File: src/rtl/pipe_obuf_if.sv
// rtl/pipe_obuf_if.sv - handshake bundle between a pipeline stage and its output buffer
interface pipe_obuf_if #(
  parameter int WIDTH = 32,
  parameter int DEPTH = 2
) ();
  localparam int CW = $clog2(DEPTH + 1);

  logic             flush;
  logic             in_valid;
  logic             in_ready;
  logic [WIDTH-1:0] d_in;
  logic             out_valid;
  logic             out_ready;
  logic [WIDTH-1:0] d_out;
  logic [CW-1:0]    count;

  modport master (
    output flush, in_valid, d_in, out_ready,
    input  in_ready, out_valid, d_out, count
  );

  modport slave (
    input  flush, in_valid, d_in, out_ready,
    output in_ready, out_valid, d_out, count
  );
endinterface

File: src/rtl/pipe_obuf.sv
// rtl/pipe_obuf.sv - elastic output buffer between pipeline stages
// DEPTH-entry circular buffer with flush, or pure wiring when FF_EN=0.
module pipe_obuf #(
  parameter int       WIDTH = 32,
  parameter int       DEPTH = 2,
  parameter bit [0:0] FF_EN = 1'b1
) (
  input  logic        clk,
  input  logic        rst,
  pipe_obuf_if.slave  bus
);
  localparam int PW = (DEPTH > 1) ? $clog2(DEPTH) : 1;
  localparam int CW = $clog2(DEPTH + 1);

  function automatic logic [PW-1:0] f_next(input logic [PW-1:0] p);
    return (p == PW'(DEPTH - 1)) ? '0 : p + 1'b1;
  endfunction

  generate
    if (FF_EN) begin : g_buf
      logic [WIDTH-1:0] r_mem [DEPTH];
      logic [PW-1:0]    r_wr_ptr;
      logic [PW-1:0]    r_rd_ptr;
      logic [CW-1:0]    r_count;
      logic             w_in_ready;
      logic             w_out_valid;
      logic             w_push;
      logic             w_pop;

      // in_ready looks only at occupancy, so a full buffer never takes a word on a pop cycle
      assign w_in_ready  = (r_count != CW'(DEPTH));
      assign w_out_valid = (r_count != '0);
      assign w_push      = bus.in_valid & w_in_ready & ~bus.flush;
      assign w_pop       = w_out_valid & bus.out_ready & ~bus.flush;

      always_ff @(posedge clk) begin
        if (rst) begin
          for (int i = 0; i < DEPTH; i++) r_mem[i] <= '0;
          r_wr_ptr <= '0;
          r_rd_ptr <= '0;
          r_count  <= '0;
        end else if (bus.flush) begin
          r_wr_ptr <= '0;
          r_rd_ptr <= '0;
          r_count  <= '0;
        end else begin
          if (w_push) begin
            r_mem[r_wr_ptr] <= bus.d_in;
            r_wr_ptr        <= f_next(r_wr_ptr);
          end
          if (w_pop) r_rd_ptr <= f_next(r_rd_ptr);
          case ({w_push, w_pop})
            2'b10:   r_count <= r_count + CW'(1);
            2'b01:   r_count <= r_count - CW'(1);
            default: r_count <= r_count;
          endcase
        end
      end

      assign bus.in_ready  = w_in_ready;
      assign bus.out_valid = w_out_valid;
      assign bus.d_out     = r_mem[r_rd_ptr];
      assign bus.count     = r_count;
    end else begin : g_pass
      logic w_unused;
      assign w_unused      = ^{clk, rst, bus.flush};
      assign bus.out_valid = bus.in_valid;
      assign bus.in_ready  = bus.out_ready;
      assign bus.d_out     = bus.d_in;
      assign bus.count     = '0;
    end
  endgenerate
endmodule

File: src/flat_wrapper.sv
// flat-port wrapper written by rule: the top's interface ports become plain ports
module pipe_obuf_flat 
#(
  parameter int       WIDTH = 32,
  parameter int       DEPTH = 2,
  parameter bit [0:0] FF_EN = 1'b1
)
  (clk, rst, bus_flush, bus_in_valid, bus_d_in, bus_out_ready, bus_in_ready, bus_out_valid, bus_d_out, bus_count);
  pipe_obuf_if #(.WIDTH(WIDTH), .DEPTH(DEPTH)) bus_i ();
  input  logic clk;
  input  logic rst;
  input wire logic [$bits(bus_i.flush)-1:0] bus_flush;
  input wire logic [$bits(bus_i.in_valid)-1:0] bus_in_valid;
  input wire logic [$bits(bus_i.d_in)-1:0] bus_d_in;
  input wire logic [$bits(bus_i.out_ready)-1:0] bus_out_ready;
  output wire logic [$bits(bus_i.in_ready)-1:0] bus_in_ready;
  output wire logic [$bits(bus_i.out_valid)-1:0] bus_out_valid;
  output wire logic [$bits(bus_i.d_out)-1:0] bus_d_out;
  output wire logic [$bits(bus_i.count)-1:0] bus_count;
  assign bus_i.flush = bus_flush;
  assign bus_i.in_valid = bus_in_valid;
  assign bus_i.d_in = bus_d_in;
  assign bus_i.out_ready = bus_out_ready;
  assign bus_in_ready = bus_i.in_ready;
  assign bus_out_valid = bus_i.out_valid;
  assign bus_d_out = bus_i.d_out;
  assign bus_count = bus_i.count;
  pipe_obuf #(.WIDTH(WIDTH), .DEPTH(DEPTH), .FF_EN(FF_EN)) u_core (.clk(clk), .rst(rst), .bus(bus_i));
endmodule
File: config.mk
export PLATFORM = sky130hd
export DESIGN_NAME = pipe_obuf_flat
export DESIGN_NICKNAME = d
export VERILOG_FILES = /design/src/rtl/pipe_obuf_if.sv /design/src/rtl/pipe_obuf.sv /design/src/flat_wrapper.sv
export SDC_FILE = /design/constraint.sdc
export NUM_CORES = 1
export LEC_CHECK = 0
export BUFFER_PORTS_ARGS = -buffer_cell sky130_fd_sc_hd__buf_4
export CAP_MARGIN = 20
export CORE_UTILIZATION = 50
export DETAILED_ROUTE_END_ITERATION = 8
export PLACE_DENSITY = 0.86
export SYNTH_ARGS = -nofsm -noshare
export SYNTH_HDL_FRONTEND = slang
export SYNTH_SLANG_ARGS = --single-unit
File: constraint.sdc
create_clock -name clk -period 3.5 [get_ports clk]
set_input_delay 0 -clock clk [delete_from_list [all_inputs] [get_ports clk]]
set_output_delay 0 -clock clk [all_outputs]
set_load 0.005 [all_outputs]
## Word level (Yosys, flattened, before mapping)

Memory sizes are Yosys's and may differ from the RTL's. A register that Yosys moved wholly into a read port is not among the register bits.
Index checks and enable logic that the tools add are counted.

| operators by class | value |
|---|---|
| muxes and demuxes | 14 |
| bitwise operators | 5 |
| reduce and logical (&&, ||, !) cells | 4 |
| eq/ne operators | 3 |
| $add $sub $neg | 4 |

Operators with widths:

| kind | number |
|---|---|
| 2-to-1 mux 32 bit | 1 |
| OR reduction 32 bit | 1 |
| 2-to-1 mux 1 bit | 12 |
| AND 1 bit | 4 |
| case mux 2 bit (2 select lines) | 1 |
| nonzero test 2 bit | 2 |
| adder 1 bit (second input constant) | 2 |
| adder 2 x 1 -> 2 bit (second input constant) | 1 |
| equality test 2 x 1 -> 1 bit (second input constant) | 1 |
| equality test 2 bit (second input constant) | 1 |
| inequality test 2 bit (second input constant) | 1 |
| OR reduction 2 bit | 1 |
| subtractor 2 x 1 -> 2 bit (second input constant) | 1 |
| NOT 1 bit | 1 |

| word-level totals | value |
|---|---|
| RAM bits | 64 |
| memories | 1 |
| input port bits | 37 |
| flip-flop bits (word level) | 4 |
| output and inout port bits | 36 |
| word-level logic and storage cells | 34 |

Memories:

| name | depth | width | read ports | clocked after Yosys merged registers in | wr ports | RTL line | text |
|---|---|---|---|---|---|---|---|
| u_core.g_buf.r_mem | 2 | 32 | 1 | 1 | 2 | pipe_obuf.sv:21 | `logic [WIDTH-1:0] r_mem [DEPTH];` |

## Depth between registers and ports, before layout

Gate-level depths: netlist (run 1).

| depth | value |
|---|---|
| depth in word-level cells | 9 |
| depth in mapped cells | 6 |
| gate-level depth less buffers | 6 |

## Worst setup path after synthesis (run 1)

OpenSTA, ideal clock, no wires.

| timing | value |
|---|---|
| kind | flip-flop to flip-flop |
| from | register u_core.g_buf.r_count[0] (netlist: u_core.bus.count[0]) |
| to | memory u_core.g_buf.r_mem[0][0] (enable) |
| period minus slack after synthesis | 2.842 ns |
| cell stages (with the launch flop) | 4 |
| required time | 3.072 ns |
| data arrival time | 2.414 ns |
| path slack | 0.658 ns |
| library setup time | 0.428 ns |
| cell sequence | dfxtp_1 nor2b_2 or3_1 o21bai_1 |

RTL lines:

| item | RTL line | text |
|---|---|---|
| from (decl) | pipe_obuf.sv:24 | `logic [CW-1:0] r_count;` |
| from (signal assigned) | pipe_obuf.sv:53 | `2'b10: r_count <= r_count + CW'(1);` |
| from (signal assigned) | pipe_obuf.sv:54 | `2'b01: r_count <= r_count - CW'(1);` |
| from (signal assigned) | pipe_obuf.sv:55 | `default: r_count <= r_count;` |
| to (decl) | pipe_obuf.sv:21 |  |

==> impl_results.md, run 1 <==
* Dpl cells at 340
* R2R Path End: u_core.g_buf.r_mem[0][2]
* Largest cells by area after synthesis: edfxtp_1, and2_1, mux2_2
* Mapped Avg Cell Area at 15.2 sq um
* CORE AREA at 5920 sq um
* Final hold violations at 0
* First-pass GRT wire length at 8.85 mm
* CP Capture Type: register
* Layout cells sized above 1 at 39.3%
* P_leak at 0.00169 uW
* Startpoint Class: register
* Port bufs at 72
* Slowest Stage Delay on Critical Path at 0.77 ns
* Synth top area share at 62.7%
* Cts hold-fix bufs at 32
* Resize count post-CTS at 0
* WL/cell at 14.5 um
* Post-Synthesis Cell Area at 3070 sq um
* Sw Ratio at 20.7%
* Worst hold path class: input pin to register
* WHS at 0.124 ns
* Vias in the first global route at 2004
* Synth warn at 0
* Highest Clock Rate at 467 MHz
* Hold Crit Depth at 4
* Cell variety after synth at 22
* R2r worst-path depth at 3
* Yosys reg bits at 69
* Antenna fix cells at 0
* RSZ-0062 raised after global routing: false
* Clock-pin slew on the worst setup and hold paths at 0.07 ns
* Crit path kind: register to register
* Initial Utilization at 51.8%
* Top-Level Pins at 73
* Layout Cells excl Fill at 388
* Detailed-route wire length at 5.62 mm
* Sink Count at 69
* CTS tree: yes
* Vias per std cell at 4.90
* Int Pwr at 1380 uW
* CP max-delay cell: o21bai_4
* Main synth FF type: edfxtp_1
* Cell Chain, Critical Path: nor2b_2 -> or3_1 -> o21bai_4
* Post-route setup TNS at 0 ns
* Chip Width at 80.3 um
* Setup Fix Bufs, Post-CTS at 0
* Worst Path Required at 3.45 ns
* CP arrival at 2.09 ns
* Final Cycle Share at 61.1%
* Seq/Total Area, Yosys at 65.9%
* Initial antenna violation count at 0
* Die Ht at 80.3 um
* Area Growth Syn to Fin at 34.8%
* FF-to-FF setup slack at 1.36 ns
* Final ANT Viol Nets at 0
* Post-Syn Instances at 202
* Max FO, Critical Path at 32
* Sum of buffers and inverters on the critical path at 0
* Overall Power at 1740 uW
* CTS H-tree depth at 3
* Crit path time final at 2.14 ns
* First-pass DRT Iterations at 4
* Synth Net Count at 240
* Relative slew slack at 35.2%
* Final Core Density at 69.8%
* Outcome: finished, final reports clean
* Worst setup path endpoint: u_core.g_buf.r_mem[0][2]
* # rows at 28
* Area of the multi-input gates at 947 sq um
* R2r startpoint: u_core.bus.count[0]
* Largest net degree at the start of global routing at 33
* Final setup violation count at 0
* Num CTS Buffers at 9
* CP delay by family, top: compound AO/OA/AOI/OAI gates
* Final slew viol count at 0
* Net Switching at 360 uW
* Drt drc at 0
* Clock power share at 34.6%
* Synth area leader: edfxtp_1
* Via count at 1901
* Final nets at 346
* Max Buffers Root-to-Sink at 2
* Clk_lat worst skew at 0.33 ns
* Post-Route Skew at 0.00442 ns
* Register area at 2020 sq um
* Synth async-reset ratio at 0%
* Global route overflow at 0
* Initial DRC Count at 108
* IR drop worst, VDD at 0.254 mV
* MaxCap Viol Count at 0
* Crit path depth at 3
* GR Util All Layers at 19.0%
* CP startpoint: u_core.bus.count[0]
* # fillers at 420
* Final GP Congestion at 0.814
* Pwr/cell area at 421 nW/um^2
* Full die area at 6450 sq um
* Root Buffer: clkbuf_8
* EDFF count, synth at 64
* Worst Tran Pin Value at 0.969 ns
* Logic gate share of total power at 10.5%
* Detailed placement HPWL at 3.45 mm
* Synth cell count leaders: and2_1, edfxtp_1, mux2_2
* Reg power frac at 54.9%
[worst min-delay path by stage]
stage,startpoint,endpoint
6_report,bus_out_ready,u_core.g_buf.r_rd_ptr
5_1_grt,bus_out_ready,register
4_1_cts,bus_out_ready,u_core.g_buf.r_rd_ptr
3_5_place_dp,bus_d_in[6],u_core.g_buf.r_mem[1][6]
3_3_place_gp,bus_d_in[21],u_core.g_buf.r_mem[1][21]
2_1_floorplan,bus_d_in[0],u_core.g_buf.r_mem[0][0]
[flip-flops by register name (all words and copies together), names as in the netlist, named ones only]
signal and cells:
u_core.g_buf.r_mem 64, u_core.bus.count 2, u_core.g_buf.r_rd_ptr 1, u_core.g_buf.r_wr_ptr 1
[metal layers]
layer / vias to the layer above / global-route usage (%) / part of all wire (%)
met1: 918 / 21.1 / 42
met3: 9 / 4.20 / 3.8
met4: 0 / 8.75 / 1.4
met2: 53 / 34.4 / 53
met5: - / 0 / 0
li1: 921 / - / -
[power by group through the flow]
stage | Clock, uW | Sequential, uW | Combinational [uW]
floorplan | 0 | 969 | 69.9
global placement | 0 | 972 | 151
detailed placement | 0 | 975 | 155
CTS | 611 | 957 | 184
global route | 660 | 960 | 198
finish | 602 | 956 | 183
[cell families after synthesis]
logic type	after synthesis	share of synthesized area, %
simple gates	77	16.4
flops	69	65.9
mux	32	11.8
buf+inv	14	3.55
compound gates	6	1.06
xor+xnor	3	0.857
fa+ha+maj	1	0.408
[through the flow]
stage          instance area (sq um)  worst slack (ns)
2_1_floorplan                   3070             0.658
3_3_place_gp                    3630              1.42
3_5_place_dp                    3630              1.34
4_1_cts                         4130              1.33
5_1_grt                         4130              1.23
6_report                        4130              1.36
[worst reg2reg max path: stages, from the launching register on]
cell      delay (ns)
dfxtp_1         0.45
nor2b_2         0.13
or3_1           0.39
o21bai_4        0.77
[cells in the final DEF, fill, tap and decap left out, types with 2 or more instances in the layout]
cell and instances:
nor2_1 4, buf_4 74, dfxtp_1 4, nor4_4 2, dlygate4sd3_1 32, clkbuf_1 2, clkinv_2 2, or3_1 3
or2_2 2, inv_1 2, edfxtp_1 64, clkbuf_8 9, a21oi_1 2, mux2_1 4, xor2_1 2, mux2_2 28
o21ai_0 3, and2_1 64
[final cells by class]
| class | instances | share of cell area (%) |
|---|---|---|
| Clock inverter | 5 | 1.24 |
| Timing Repair Buffer | 106 | 21.2 |
| Tap cell | 75 | 2.27 |
| Clock buffer | 11 | 3.18 |
| Multi-Input combinational cell | 119 | 22.9 |
| Inverter | 3 | 0.272 |
| Sequential cell | 69 | 48.9 |
(Power assumes the default switching activity.)
==> run 2, diff against run 1 <==
--- a/config.mk
+++ b/config.mk
@@ -5,6 +5,7 @@
 export SDC_FILE = /design/constraint.sdc
 export NUM_CORES = 1
 export LEC_CHECK = 0
+export ABC_AREA = 1
 export BUFFER_PORTS_ARGS = -buffer_cell sky130_fd_sc_hd__buf_4
 export CAP_MARGIN = 20
 export CORE_UTILIZATION = 50
==> constraint.sdc (replaced) <==
create_clock -name clk -period 2.1 [get_ports clk]
set_input_delay 0 -clock clk [delete_from_list [all_inputs] [get_ports clk]]
set_output_delay 0 -clock clk [all_outputs]
set_load 0.005 [all_outputs]
==> impl_results.md, run 2 <==
* Setup Fix Bufs, Post-CTS at 0 (unchanged)
* Mapped Avg Cell Area at 12.5 sq um (-18%)
* Max FO, Critical Path at 6 (-81%)
* Final GP Congestion at 0.725 (-11%)
* Area after DPL at 3650 sq um (+0.62%)
* Post-placement worst setup slack at 0.478 ns (-0.867 ns)
* Cell Chain, Critical Path: or2_2 -> a21oi_1 -> nor2_1 -> dlygate4sd3_1
* Count leader, synth: nor2_1
* Outcome: finished, final reports clean
* Crit path kind: register to register
* WL met1 at 2.35 mm (+0.26%)
* Worst Path Required at 2.31 ns (-1.14 ns)
* Post-Synthesis Cell Area at 3050 sq um (-0.49%)
* GR Util All Layers at 20.0% (+1.0 points)
* Final slew viol count at 0 (unchanged)
* Post-route setup TNS at 0 ns (unchanged)
* Reg power frac at 49.8% (-5.1 points)
* Layout Cells excl Fill at 440 (+13%)
* Synth async-reset ratio at 0% (unchanged)
* Final Cell Area at 4250 sq um (+2.8%)
* Synth warn at 0 (unchanged)
* Top-Level Pins at 73 (unchanged)
* Post-Route Skew at 0.00526 ns (+0.000840 ns)
* Synth Net Count at 282 (+18%)
* CP delay by family, top: buffers and inverters
* Synth top area share at 63.0% (+0.31 points)
* Met3 wire length at 262 um (+21%)
* R2r startpoint: u_core.bus.count[1]
* Sum of buffers and inverters on the critical path at 1 (+1)
* Highest metal used: met4
* Final Cycle Share at 80.5% (+19 points)
* R2r worst-path depth at 4 (+1)
* First-pass GRT wire length at 9.32 mm (+5.2%)
* P_leak at 0.00192 uW (+13%)
* Worst Tran Pin Value at 0.433 ns (-0.536 ns)
* Max Buffers Root-to-Sink at 2 (unchanged)
* Relative slew slack at 71.1% (+36 points)
* Detailed-route wire length at 5.96 mm (+6.0%)
* Yosys reg bits at 69 (unchanged)
* Fin worst setup slack at 0.409 ns (-0.952 ns)
* Commonest non-fill, non-tap cell in the layout: buf_4
* Layout cells sized above 1 at 37.8% (-1.5 points)
* Final hold violations at 0 (unchanged)
* Vias per std cell at 4.81 (-1.8%)
* # fillers at 417 (-0.71%)
* Sw Ratio at 20.1% (-0.60 points)
* CP Capture Type: register
* EDFF count, synth at 64 (unchanged)
* Crit path time final at 1.69 ns (-0.448 ns)
* # rows at 28 (unchanged)
* Antenna fix cells at 0 (unchanged)
* Initial Utilization at 51.5% (-0.25 points)
* Final setup violation count at 0 (unchanged)
* Int Pwr at 2550 uW (+84%)
* Global route overflow at 0 (unchanged)
* Register area at 2020 sq um (unchanged)
* RSZ-0062 raised after global routing: false
* Cts hold-fix bufs at 36 (+13%)
* Final ANT Viol Nets at 0 (unchanged)
* Final Core Density at 71.8% (+2.0 points)
* Met2 Wirelength at 3.24 mm (+8.7%)
* CP arrival at 1.90 ns (-0.19 ns)
* Final nets at 398 (+15%)
* Initial antenna violation count at 0 (unchanged)
* WL/cell at 13.5 um (-6.5%)
* Logic gate share of total power at 10.5% (about the same)
* Largest net degree at the start of global routing at 33 (unchanged)
* Top reg by flops: u_core.g_buf.r_mem
* CTS tree: yes
* Detailed placement HPWL at 3.69 mm (+6.8%)
* Startpoint Class: register
* Vias in the first global route at 2179 (+8.7%)
* Seq/Total Area, Yosys at 66.3% (+0.32 points)
* CP max-delay cell: dlygate4sd3_1
* Highest Clock Rate at 591 MHz (+26%)
* Pwr/cell area at 749 nW/um^2 (+78%)
* Area of the multi-input gates at 805 sq um (-15%)
* Area Growth Syn to Fin at 39.3%
* Port bufs at 72 (unchanged)
* MaxCap Viol Count at 0 (unchanged)
* Max FFs per register at 64 (unchanged)
* Resize count post-CTS at 0 (unchanged)
* Chip Width at 80.1 um (-0.24%)
* Clock-pin slew on the worst setup and hold paths at 0.07 ns (about the same)
* Clock power share at 39.7% (+5.1 points)
* CP startpoint: u_core.bus.count[1]
* FF-to-FF setup slack at 0.41 ns (-0.95 ns)
* Drt drc at 0 (unchanged)
* Synth area leader: edfxtp_1
* Cell variety after synth at 21 (-4.5%)
* Die Ht at 80.1 um (-0.24%)
* Sink Count at 69 (unchanged)
* Full die area at 6420 sq um (-0.47%)
* Num CTS Buffers at 9 (unchanged)
* Main synth FF type: edfxtp_1
* Root Buffer: clkbuf_8
* Crit path depth at 4 (+1)
* Worst hold path class: input pin to register
* Net Switching at 639 uW (+78%)
* Dpl cells at 388 (+14%)
* Clk_lat worst skew at 0.33 ns (about the same)
* IR drop worst, VDD at 0.462 mV (+82%)
* Initial DRC Count at 87 (-19%)
* First-pass DRT Iterations at 4 (unchanged)
* CTS H-tree depth at 3 (unchanged)
* Slowest Stage Delay on Critical Path at 0.55 ns (-0.22 ns)
* Largest cells by area after synthesis: edfxtp_1, mux2_2, nor2_1
* Via count at 2118 (+11%)
* Commonest non-fill, non-tap cells in the layout: buf_4, nor2_1, edfxtp_1
* Synth cell count leaders: nor2_1, edfxtp_1, inv_1
* Post-Syn Instances at 244 (+21%)
* CORE AREA at 5920 sq um (unchanged)
run 2: worst reg2reg max path, delay by kind of cell (launching register included):
family                 cells  cell delay [ns]
buffers and inverters      1             0.55
AND/OR/NAND/NOR            2             0.44
AO/OA/AOI/OAI              1             0.19
flip-flops                 1             0.39
run 2: stage by stage:
stage / power (uW) / hold slack (ns)
6_report: 3180 / 0.0256
5_1_grt: 3280 / 0.0307
4_1_cts: 3210 / 0.00827
3_5_place_dp: 1900 / 0.311
3_3_place_gp: 1890 / 0.292
2_1_floorplan: 1740 / 0.172
run 2: worst min-delay path by stage:
stage                                        to          start  cells after the start  slack [ns]
after floorplan                        register  bus_out_ready                      2        0.17
after global placement    u_core.g_buf.r_rd_ptr  bus_out_ready                      3        0.29
after detailed placement               register  bus_out_ready                      3        0.31
after CTS                   u_core.bus.count[0]      bus_flush                      4       0.008
after global routing        u_core.bus.count[0]      bus_flush                      4        0.03
final                       u_core.bus.count[0]      bus_flush                      4        0.03
run 2: area by class of cell:
class                   instances  share of cell area (%)
clock buffers                   9                    2.91
clock inverters                 7                    2.65
inverters                      37                    3.27
multi-input cells             128                    18.9
flip-flops and latches         69                    47.6
well taps                      75                    2.21
repair buffers                115                    22.4
run 2: cells by family (layout without fill, tap and decap cells):
| group | Yosys count | in the layout | share of synthesized area, % |
|---|---|---|---|
| AOI/OAI and AO/OA | 4 | 4 | 1.11 |
| adders and majority gates | 1 | 1 | 0.410 |
| buffers and inverters | 47 | 168 | 7.38 |
| DFF | 69 | 69 | 66.3 |
| muxes | 32 | 32 | 11.8 |
| and+or+nand+nor | 91 | 91 | 13.0 |
run 2: per-layer routing:
| metal | GRT usage (%) | vias to the layer above |
|---|---|---|
| li1 | - | 1033 |
| met3 | 3.98 | 12 |
| met2 | 36.5 | 58 |
| met4 | 10.9 | 0 |
| met1 | 21.7 | 1015 |
| met5 | 0 | - |
run 2: power groups by stage:
stage	Sequential, uW	Combinational, uW	Clock [uW]
2_1_floorplan	1610	131	0
3_3_place_gp	1610	274	0
3_5_place_dp	1620	281	0
4_1_cts	1590	334	1280
5_1_grt	1590	363	1330
6_report	1590	334	1260
==> run 3, diff against run 2 <==
--- a/config.mk
+++ b/config.mk
@@ -5,10 +5,10 @@
 export SDC_FILE = /design/constraint.sdc
 export NUM_CORES = 1
 export LEC_CHECK = 0
-export ABC_AREA = 1
+export ABC_AREA = 0
 export BUFFER_PORTS_ARGS = -buffer_cell sky130_fd_sc_hd__buf_4
 export CAP_MARGIN = 20
-export CORE_UTILIZATION = 50
+export CORE_UTILIZATION = 48
 export DETAILED_ROUTE_END_ITERATION = 8
 export PLACE_DENSITY = 0.86
 export SYNTH_ARGS = -nofsm -noshare
==> constraint.sdc (replaced) <==
create_clock -name clk -period 1.4 [get_ports clk]
set_input_delay 0 -clock clk [delete_from_list [all_inputs] [get_ports clk]]
set_output_delay 0 -clock clk [all_outputs]
set_load 0.005 [all_outputs]
==> impl_results.md, run 3 (synthesized netlist as in run 1, its figures left out) <==
* MaxCap Viol Count at 0 (unchanged)
* Max FO, Critical Path at 23 (+17)
* WL/cell at 17.2 um (+27%)
* CP max-delay cell: or3_4
* Commonest non-fill, non-tap cell in the layout: buf_4
* Overall Power at 4310 uW (+35%)
* HP Start: bus_flush
* Failing checks: setup timing
* Vias per std cell at 4.92 (+2.1%)
* Final GP Congestion at 0.718 (-1.1%)
* Met3 Track Usage GR at 6.22% (+2.2 points)
* Area of the multi-input gates at 1050 sq um (+31%)
* Crit path time final at 1.63 ns (-0.0619 ns)
* Initial Utilization at 50.9% (-0.65 points)
* Final Cycle Share at 116% (+36 points)
* Slowest Stage Delay on Critical Path at 0.34 ns (-0.21 ns)
* First-pass DRT Iterations at 5 (+1)
* Clock power share at 30.5% (-9.2 points)
* Detailed-route wire length at 7.23 mm (+21%)
* Global route overflow at 0 (unchanged)
* Via count at 2065 (-2.5%)
* Initial antenna violation count at 0 (unchanged)
* Crit path kind: register to register
* Final hold violations at 0 (unchanged)
* RSZ-0062 raised after global routing: true
* Startpoint Class: register
* Final nets at 380 (-4.5%)
* Sink Count at 69 (unchanged)
* Detailed placement HPWL at 4.01 mm (+8.9%)
* Outcome: complete, but fails checks
* CP Capture Type: register
* Hold Crit Depth at 4 (unchanged)
* Net Switching at 949 uW (+48%)
* Fin worst setup slack at -0.229 ns (-0.638 ns)
* Final slew viol count at 0 (unchanged)
* CORE AREA at 6030 sq um (+1.8%)
* Relative slew slack at 78.2% (+7.1 points)
* Antenna fix cells at 0 (unchanged)
* WHS at 0.180 ns (+0.155 ns)
* Initial DRC Count at 105 (+21%)
* Chip Width at 81.9 um (+2.3%)
* Num CTS Buffers at 9 (unchanged)
* Clock-pin slew on the worst setup and hold paths at 0.07 ns (about the same)
* Logic gate share of total power at 14.2% (+3.7 points)
* Clk_lat worst skew at 0.33 ns (about the same)
* Register area at 2030 sq um (+0.37%)
* Final ANT Viol Nets at 0 (unchanged)
* IR drop worst, VDD at 0.966 mV (+110%)
* Full die area at 6710 sq um (+4.6%)
* Reg power frac at 55.3% (+5.5 points)
* Commonest non-fill, non-tap cells in the layout: buf_4, edfxtp_1, and2_1
* Int Pwr at 3360 uW (+32%)
* Top reg by flops: u_core.g_buf.r_mem
* CP delay by family, top: simple AND/OR/NAND/NOR gates
* GRT busiest layer: met2
* Root Buffer: clkbuf_8
* Worst Tran Pin Value at 0.324 ns (-0.109 ns)
* Worst hold path class: input pin to register
* Cell Chain, Critical Path: nor2b_4 -> or3_4 -> buf_4 -> o21bai_4 -> buf_12
* Final setup violation count at 115 (+115)
* Sum of buffers and inverters on the critical path at 2 (+1)
* Layout cells sized above 1 at 50.4% (+13 points)
* R2R Path End: u_core.g_buf.r_mem[0][15]
* Max FFs per register at 64 (unchanged)
* Port bufs at 72 (unchanged)
* CTS tree: yes
* Area Growth Syn to Fin at 53.2%
* Largest net degree at the start of global routing at 24 (-27%)
* R2r worst-path depth at 5 (+1)
* Highest Clock Rate at 614 MHz (+3.8%)
* CTS H-tree depth at 3 (unchanged)
* Max Buffers Root-to-Sink at 2 (unchanged)
* GR Util All Layers at 23.2% (+3.1 points)
* # rows at 28 (unchanged)
* Post-Route Skew at 0.00617 ns (+0.000914 ns)
* Top-Level Pins at 73 (unchanged)
* Hold Crit Endpoint: u_core.bus.count[1]
* Die Ht at 81.9 um (+2.3%)
* # fillers at 357 (-14%)
* FF-to-FF setup slack at -0.23 ns (-0.64 ns)
* Met1 usage at 25.5% (+3.9 points)
* Drt drc at 0 (unchanged)
* First-pass GRT wire length at 10.8 mm (+16%)
* Post-placement worst setup slack at -0.311 ns (-0.789 ns)
* M2 GR Usage at 41.2% (+4.7 points)
* R2r startpoint: u_core.bus.count[1]
* Vias in the first global route at 2243 (+2.9%)
* Worst Path Required at 1.43 ns (-0.88 ns)
* P_leak at 0.00197 uW (+2.9%)
* CP arrival at 1.66 ns (-0.24 ns)
* Sw Ratio at 22.0% (+1.9 points)
* Pwr/cell area at 917 nW/um^2 (+22%)
run 3: cell types whose count changed in the layout (fill, tap and decap cells not counted), sizes merged, moves of 3 or more:
cell,change
or3,+3
nand2,-12
and2,+64
dlygate4sd3,-4
bufinv,-3
inv,-35
nor2,-70
buf,+29
run 3: how the worst max path moves through the flow:
stage                              startpoint                         to  slack [ns]  depth (start not counted)
after CTS                 u_core.bus.count[1]        u_core.bus.count[1]       -0.23                          6
after floorplan           u_core.bus.count[1]   u_core.g_buf.r_mem[0][0]       -0.37                          3
after global routing      u_core.bus.count[1]        u_core.bus.count[1]       -0.27                          6
after detailed placement  u_core.bus.count[1]        u_core.bus.count[1]       -0.31                          6
final                     u_core.bus.count[1]  u_core.g_buf.r_mem[0][15]       -0.23                          5
after global placement    u_core.bus.count[1]        u_core.bus.count[1]       -0.17                          5
run 3: area by class of cell:
type / instances / area share [%]
sequential: 69 / 43.2
clock buffer: 11 / 2.80
inverter: 3 / 0.240
clock inverter: 3 / 0.319
multi-input combinational: 119 / 22.4
tap: 75 / 2.00
timing repair buffer: 140 / 29.1
run 3: power groups by stage:
| stage | Clock [uW] | Sequential (uW) | Combinational (uW) |
|---|---|---|---|
| after floorplan | 0 | 2420 | 181 |
| after global placement | 0 | 2420 | 448 |
| after detailed placement | 0 | 2430 | 460 |
| after CTS | 1310 | 2380 | 591 |
| after global routing | 1410 | 2390 | 653 |
| final | 1310 | 2390 | 612 |
run 3: repair_timing:
| action | CTS | global route |
|---|---|---|
| pin swaps | 15 | 2 |
| hold buffers | 32 | 0 |
| endpoints found under the setup margin | 99 | 153 |
| buffers inserted | 9 | 3 |
| gates cloned | 6 | 0 |
| endpoints found under the hold margin | 63 | 0 |
| resized for setup | 29 | 29 |
run 3: stage by stage:
step | area [sq um] | util (%) | std cells | setup TNS, ns
after floorplan | 3090 | - | 202 | -17.41
after global placement | 3860 | 64.1 | 359 | -6.60
after detailed placement | 3860 | 64.1 | 359 | -10.98
after CTS | 4620 | 76.7 | 419 | -17.74
after global routing | 4700 | 78.0 | 420 | -22.97
final | 4700 | 78.0 | 420 | -15.72
run 3: worst reg2reg max path, stage by stage (launching register included):
cell      delay (ns)
dfxtp_2         0.32
nor2b_4         0.13
or3_4           0.34
buf_4           0.15
o21bai_4        0.18
buf_12          0.21
run 3: metal layers:
layer	vias up	share of wire [%]	routed length, um
li1	992	-	-
met1	1000	39	2810
met2	61	55	4000
met3	12	3.8	274
met4	0	2.1	149
met5	-	0	0
